**src/rtl/mult_seq_pkg.sv**
```systemverilog
// Shared types and constants for the multiplier request sequencer.
package mult_seq_pkg;

  localparam int DEF_DATA_WIDTH = 4;
  localparam int DEF_MUL_LAT    = 2;
  localparam int DEF_FIFO_DEPTH = 4;

  typedef enum logic [1:0] {
    S_IDLE,
    S_LOAD,
    S_WAIT
  } seq_state_e;

  // Occupancy counter width: must represent 0..depth inclusive.
  function automatic int fifo_cnt_w(input int depth);
    return $clog2(depth) + 1;
  endfunction

endpackage

```
**src/rtl/mult_result_fifo.sv**
```systemverilog
// Synchronous result FIFO. Head is shown on `head` (zero when empty);
// pop when empty is ignored, push and pop together keep count unchanged.
module mult_result_fifo
  import mult_seq_pkg::*;
#(
  parameter int WIDTH = 2 * DEF_DATA_WIDTH,
  parameter int DEPTH = DEF_FIFO_DEPTH
) (
  input  logic                   clk,
  input  logic                   rst_n,
  input  logic                   push,
  input  logic [WIDTH-1:0]       push_data,
  input  logic                   pop,
  output logic [WIDTH-1:0]       head,
  output logic [$clog2(DEPTH):0] count,
  output logic                   valid
);

  localparam int AW = $clog2(DEPTH);
  localparam int CW = fifo_cnt_w(DEPTH);

  logic [WIDTH-1:0] mem [DEPTH];
  logic [AW-1:0]    wr_ptr;
  logic [AW-1:0]    rd_ptr;
  logic             do_push;
  logic             do_pop;

  assign valid   = (count != '0);
  assign do_pop  = pop && valid;
  assign do_push = push && ((count != CW'(DEPTH)) || do_pop);
  assign head    = valid ? mem[rd_ptr] : '0;

  // Pointer and occupancy bookkeeping; pointers wrap naturally (power-of-2 depth).
  // NOTE: sequential state uses non-blocking (<=) so every flop samples pre-edge values.
  always_ff @(posedge clk or negedge rst_n) begin
    if (!rst_n) begin
      wr_ptr <= '0;
      rd_ptr <= '0;
      count  <= '0;
    end else begin
      if (do_push) wr_ptr <= wr_ptr + AW'(1);
      if (do_pop)  rd_ptr <= rd_ptr + AW'(1);
      case ({do_push, do_pop})
        2'b10:   count <= count + CW'(1);
        2'b01:   count <= count - CW'(1);
        default: count <= count;
      endcase
    end
  end

  // Storage write port.
  // NOTE: the array has no reset; empty entries are never visible because head is gated by valid.
  always_ff @(posedge clk) begin
    if (do_push) mem[wr_ptr] <= push_data;
  end

endmodule

```
**src/rtl/mult_req_sequencer.sv**
```systemverilog
// Streaming front-end for array_multiplier_top: accepts operand pairs,
// pulses EA/EB for one cycle, waits MUL_LAT edges, captures P_out into a
// result FIFO. Optional build macro MULT_SEQ_CHECK_EN adds a product
// self-check that drives the sticky err_flag.
module mult_req_sequencer
  import mult_seq_pkg::*;
#(
  parameter int DATA_WIDTH = DEF_DATA_WIDTH,
  parameter int MUL_LAT    = DEF_MUL_LAT,
  parameter int FIFO_DEPTH = DEF_FIFO_DEPTH
) (
  input  logic                    clk,
  input  logic                    rst_n,
  input  logic                    in_valid,
  output logic                    in_ready,
  input  logic [DATA_WIDTH-1:0]   in_a,
  input  logic [DATA_WIDTH-1:0]   in_b,
  output logic                    mul_ea,
  output logic                    mul_eb,
  output logic [DATA_WIDTH-1:0]   mul_a,
  output logic [DATA_WIDTH-1:0]   mul_b,
  input  logic [2*DATA_WIDTH-1:0] mul_p,
  output logic                    out_valid,
  input  logic                    out_ready,
  output logic [2*DATA_WIDTH-1:0] out_p,
  output logic                    busy,
  output logic                    err_flag
);

  localparam int PW = 2 * DATA_WIDTH;
  localparam int CW = fifo_cnt_w(FIFO_DEPTH);
  localparam int LW = (MUL_LAT > 1) ? $clog2(MUL_LAT) : 1;
  localparam logic [LW-1:0] LAT_INIT = LW'(MUL_LAT - 1);

  seq_state_e    state;
  seq_state_e    state_next;
  logic [LW-1:0] cnt;
  logic [LW-1:0] cnt_next;
  logic          accept;
  logic          capture;
  logic [CW-1:0] fifo_count;

  // Ready depends only on registered state and FIFO occupancy, so no
  // combinational path exists from in_valid or out_ready. Holding one free
  // slot per accepted pair guarantees the capture never overflows.
  assign in_ready = rst_n && (state == S_IDLE) && (fifo_count < CW'(FIFO_DEPTH));
  assign accept   = in_valid && in_ready;
  assign busy     = (state != S_IDLE);

  // Next-state and capture decode for the single in-flight operation.
  // NOTE: every output of this block gets a default first so no latch is inferred.
  always_comb begin
    state_next = state;
    cnt_next   = cnt;
    capture    = 1'b0;
    case (state)
      S_IDLE: if (accept) state_next = S_LOAD;
      S_LOAD: begin
        state_next = S_WAIT;
        cnt_next   = LAT_INIT;
      end
      S_WAIT: begin
        if (cnt == '0) begin
          capture    = 1'b1;
          state_next = S_IDLE;
        end else begin
          cnt_next = cnt - LW'(1);
        end
      end
      default: state_next = S_IDLE;
    endcase
  end

  // State, latency counter, registered enable pulse and held operands.
  always_ff @(posedge clk or negedge rst_n) begin
    if (!rst_n) begin
      state  <= S_IDLE;
      cnt    <= '0;
      mul_ea <= 1'b0;
      mul_eb <= 1'b0;
      mul_a  <= '0;
      mul_b  <= '0;
    end else begin
      state  <= state_next;
      cnt    <= cnt_next;
      mul_ea <= (state_next == S_LOAD);
      mul_eb <= (state_next == S_LOAD);
      if (accept) begin
        mul_a <= in_a;
        mul_b <= in_b;
      end
    end
  end

  mult_result_fifo #(
    .WIDTH (PW),
    .DEPTH (FIFO_DEPTH)
  ) u_fifo (
    .clk       (clk),
    .rst_n     (rst_n),
    .push      (capture),
    .push_data (mul_p),
    .pop       (out_ready),
    .head      (out_p),
    .count     (fifo_count),
    .valid     (out_valid)
  );

`ifdef MULT_SEQ_CHECK_EN
  logic [PW-1:0] ref_p;
  logic          err_q;

  assign ref_p = PW'(mul_a) * PW'(mul_b);

  // Sticky flag raised when the captured product disagrees with the operands.
  always_ff @(posedge clk or negedge rst_n) begin
    if (!rst_n) begin
      err_q <= 1'b0;
    end else if (capture && (mul_p != ref_p)) begin
      err_q <= 1'b1;
      $error("mult_req_sequencer: product %0d != %0d*%0d", mul_p, mul_a, mul_b);
    end
  end

  assign err_flag = err_q;
`else
  assign err_flag = 1'b0;
`endif

endmodule
```
**config.mk**
```make
export PLATFORM = sky130hd
export DESIGN_NAME = mult_req_sequencer
export DESIGN_NICKNAME = d
export VERILOG_FILES = /design/src/rtl/mult_seq_pkg.sv /design/src/rtl/mult_result_fifo.sv /design/src/rtl/mult_req_sequencer.sv
export SDC_FILE = /design/constraint.sdc
export NUM_CORES = 1
export LEC_CHECK = 0
export ABC_AREA = 0
export CORE_MARGIN = 4
export CORE_UTILIZATION = 52
export CTS_CLUSTER_DIAMETER = 40
export DETAILED_ROUTE_END_ITERATION = 8
export PLACE_DENSITY = 0.89
export SLEW_MARGIN = 20
export SYNTH_ARGS = -nofsm -noshare
export SYNTH_HDL_FRONTEND = slang
export SYNTH_SLANG_ARGS = --single-unit
```
**constraint.sdc**
```tcl
create_clock -name clk -period 5.3 [get_ports clk]
set_input_delay 1.325 -clock clk [delete_from_list [all_inputs] [get_ports clk]]
set_output_delay 1.325 -clock clk [all_outputs]
set_load 0.02 [all_outputs]
```
### Yosys cells after proc, flatten, opt, wreduce, memory -nomap -nowiden

Memories as Yosys holds them, arrays and structs flattened.
Cells that the tools add are included.

* bits in registers: 19
* bits in writable memories: 32
* memories: 1

* $add $sub $neg: 5
* order comparisons: 1
* eq/ne operators: 6
* multiplexer cells: 11
* reduce and logical (&&, ||, !) cells: 11

Memories
* u_fifo.mem: words 4, bits a word 8, rd ports 1, clocked after Yosys merged registers in 0, write ports 1, line mult_result_fifo.sv:22 `logic [WIDTH-1:0] mem [DEPTH];`

Operators with widths (count)
* 2-to-1 mux 8 bit: 1
* == test 2 x 1 -> 1 bit (second input constant): 3
* one-hot mux 2 bit (3 select lines): 1
* one-hot mux 3 bit (2 select lines): 1
* nonzero test 2 bit: 3
* logical AND 1 bit: 5
* 2-to-1 mux 1 bit: 5
* adder 2 x 1 -> 2 bit (second input constant): 2
* == test 2 bit (second input constant): 2
* 2-to-1 mux 2 bit: 2
* adder 3 x 1 -> 3 bit (second input constant): 1
* < comparator 3 bit (second input constant): 1
* != test 3 bit (second input constant): 1
* nonzero test 3 bit: 1
* subtractor 3 x 1 -> 3 bit (second input constant): 1
* logical NOT 2 bit: 1
* one-hot mux 1 bit (2 select lines): 1
* logical OR 1 bit: 1
* subtractor 1 bit (second input constant): 1

### Depth between registers and ports, before layout

* depth after elaboration: 7
* depth in mapped cells: 8

### Modules after synthesis

A second synthesis with hierarchy kept.

* cell total of the unflattened synthesis: 151
* area total of the unflattened synthesis: 2342.2 um^2

By module, submodules not included
* mult_result_fifo: instances 1, cells an instance 105, area each 1721.7 um^2
* mult_req_sequencer: instances 1, cells an instance 46, area each 620.6 um^2

### Least setup slack after synthesis

No wires, ideal clock.

* path kind: input -> output
* start point: input rst_n
* end point: output in_ready
* data arrival time: 1572 ps
* data required time: 3975 ps
* slack: 2403 ps
* stages: 1
* buffers on the path: 0
* path through: and3b_2

* longest elaborated chain between the ends: 2

RTL lines
* start, declared: line mult_req_sequencer.sv:13 `input logic rst_n,`
* logical AND 1 bit (2 in series): line mult_req_sequencer.sv:46 `assign in_ready = rst_n && (state == S_IDLE) && (fifo_count < CW'(FIFO_DEPTH));`
* end, declared: line mult_req_sequencer.sv:15 `output logic in_ready,`

Every way passes these cells.

### Final worst setup path

Same ends and word-level chain as after synthesis.

==> flow_metrics.py <==
metrics = {
    "synth": {
        "synth.area.top_cells": "edfxtp_1, dfrtp_1, mux4_2, ha_1, mux2_2",
        "synth_cell_types": 36,
        "yosysWarnings": 0,
        "syn_area_per_cell_um2": 15.7,
        "yosys.area.top_type": "edfxtp_1",
        "synthSimpleGateAreaFrac_pct": 7.91,
        "synth_compound_area_share_pct": 5.64,
        "synth_top_family_by_area": "multiplexers",
        "syn_nets": 173,
        "synthesis.area_um2": 2260,
        "synthAdderAreaFrac_pct": 5.31,
        "synthXorXnorAreaFrac_pct": 1.94,
        "synth_top_area_share_pct": 42.5,
        "synth_cells": 144,
        "yosysSeqAreaShare_pct": 63.5,
        "synth_seq_cells": 51,
        "synthMuxAreaShare_pct": 12.4,
    },
    "power_and_ir_drop": {
        "combPwrFrac_pct": 46.1,
        "power_mw": 1.49,
        "vdd_drop_max_mv": 0.265,
        "swShare_pct": 35.5,
        "seqPwrFrac_pct": 40.0,
        "p_int_mw": 0.960,
        "pwr-share-clk_pct": 13.9,
        "switchingPower_mw": 0.529,
        "p_leak_nw": 1.03,
        "powerDensity_nw_per_um2": 538,
    },
    "sta": {
        "setup_violations": 0,
        "rsz0062_at_grt": "false",
        "post-route-min-period_ns": 4.21,
        "worst_pin_slew_ns": 0.583,
        "holdWs_ns": 0.513,
        "min_period_over_period_pct": 79.4,
        "slew-limit-headroom_pct": 61.1,
        "report.final.slew_viol_count": 0,
        "finalClockSkew_ns": 0.00466,
        "setup_slack_ns": 1.09,
        "max_freq_mhz": 238,
        "finalHoldViolCount": 0,
        "fin_setup_tns_ns": 0,
    },
    "worst_hold_path": {
        "holdCritPathClass": "reg -> reg",
        "whs_path_depth": 1,
        "hp-start": "mul_b[0]",
        "hold_end": "mul_b[0]",
    },
    "cts": {
        "clkSlewWorstSetupHoldPaths_ns": 0.08,
        "cts_hold_buf": 0,
        "cts-resized-gates": 0,
        "root_buffer": "clkbuf_8",
        "cts_setup_buffers": 0,
        "insertion_delay_ns": 0.30,
        "cts.sinks": 51,
        "cts_buffers": 5,
        "htreeDepth": 2,
        "cts_tree": "yes",
        "clock_path_buffers": 2,
    },
    "drt": {
        "num_vias": 1284,
        "route.met3.wl_um": 154,
        "m1WireLength_mm": 1.63,
        "drt-initial-drc-count": 79,
        "wl_per_cell_um": 17.6,
        "drt_first_pass_iters": 4,
        "drc_errors": 0,
        "via_per_inst": 5.44,
        "wl_met2_mm": 2.33,
        "drt-total-wl_mm": 4.16,
        "top_layer_used": "met4",
        "final_antenna_net_count": 0,
    },
    "placement": {
        "routabilityCongestion": 0.830,
        "place_hpwl_mm": 3.01,
        "dp_slack_ns": 1.07,
        "port_buffers": 40,
    },
    "finish": {
        "final_cell_mix": "clkdlybuf4s50_1, edfxtp_1, dfrtp_1",
        "final_common_cell": "clkdlybuf4s50_1",
        "drive_gt1_share_pct": 14.0,
        "area_growth_pct": 22.4,
        "fin_nets": 214,
        "diodes": 0,
        "utilization_pct": 67.3,
    },
    "floorplanning": {
        "rows": 23,
        "die_h_um": 73.9,
        "core_region_area_um2": 4120,
        "start_util_pct": 54.9,
        "io_pins": 42,
        "die-area_um2": 5470,
        "die_w_um": 73.9,
    },
    "global_routing": {
        "grt_pass1_wl_mm": 6.61,
        "grt_util_all_layers_pct": 16.5,
        "grt_max_degree": 21,
        "antenna_found_initial": 0,
        "overflow": 0,
        "first_global_vias": 1387,
    },
    "worst_setup_path": {
        "worst-endpoint-required_ns": 3.97,
        "ff2ff_setup_slack_ns": 3.00,
        "critical_path_class": "in -> out",
        "timing.rr.start": "u_fifo.count[0]",
        "rr_worst_depth": 5,
        "crit_path_start": "rst_n",
        "cp-start-kind": "primary input",
        "cp_max_fo": 20,
        "end_kind": "output port",
        "r2r-end": "u_fifo.count[2]",
        "crit_arrival_ns": 2.88,
    },
    "run": {
        "max-cap-violations": 0,
    },
    "status": {
        "outcome": "completed",
    },
}
==> per-stage QoR <==
stage	cell area [um^2]	instances
6_report	2770	236
5_1_grt	2770	236
2_1_floorplan	2260	144
3_5_place_dp	2690	228
4_1_cts	2770	236
3_3_place_gp	2690	228
==> per-layer routing <==
| metal | track usage (%) | up-vias |
|---|---|---|
| li1 | - | 609 |
| met1 | 19.1 | 650 |
| met2 | 30.1 | 20 |
| met3 | 4.86 | 5 |
| met4 | 3.62 | 0 |
| met5 | 0 | - |
==> area by class of cell <==
cell class	instances	area (um^2)
clock buffer	8	80.1
fill	277	1350
inverter	7	26.3
multi-input combinational	79	754
sequential	51	1440
tap	50	62.6
timing repair buffer	41	408
==> worst max path at each step <==
| stage | cells past startpoint | slack (ns) | to |
|---|---|---|---|
| after floorplan | 1 | 2.40 | in_ready |
| after CTS | 4 | 1.07 | in_ready |
| final | 4 | 1.09 | in_ready |
| after global placement | 4 | 1.09 | in_ready |
| after detailed placement | 4 | 1.07 | in_ready |
| after global routing | 4 | 1.02 | in_ready |
==> logic make-up after synthesis <==
family                   after synthesis
AND/OR/NAND/NOR                       33
XOR/XNOR                               5
other                                  1
flip-flops                            51
multiplexers                          17
buffers and inverters                 14
AO/OA/AOI/OAI                         14
adder cells (fa/ha/maj)                9
==> cells in the mapped netlist, drive strengths merged <==
library cell,count
mux2,8
and2,12
clkbuf,2
fa,1
a2111oi,1
nand2,8
and3,1
o21a,1
edfxtp,32
o32a,1
mux4,8
a31oi,1
buf,5
conb,1
nor3,1
o211ai,2
dfrtp,19
a221oi,1
xnor2,5
o221ai,1
nor2b,1
nor2,3
or3,1
mux2i,1
o21ai,3
o2111ai,1
a21o,1
a21oi,1
nand3,4
ha,8
inv,7
nand2b,1
and3b,1
==> sequential cells by signal (all words and copies together) (netlist names) <==
register	count
u_fifo.count	3
mul_b	4
u_fifo.rd_ptr	2
mul_a	4
state	2
mul_eb	1
u_fifo.wr_ptr	2
u_fifo.mem	32
cnt	1
==> power by group through the flow <==
stage / registers [mW] / clock network (mW) / logic (mW)
3_3_place_gp: 0.596 / 0 / 0.659
5_1_grt: 0.615 / 0.234 / 0.732
4_1_cts: 0.598 / 0.216 / 0.694
2_1_floorplan: 0.601 / 0 / 0.420
6_report: 0.596 / 0.208 / 0.686
3_5_place_dp: 0.606 / 0 / 0.691
==> worst max-delay path, cell delays in order <==
cell,delay (ns)
clkdlybuf4s50_1,0.45
buf_4,0.26
and3b_2,0.24
clkdlybuf4s50_1,0.60
Note: power is estimated with default switching activity, not from simulation.
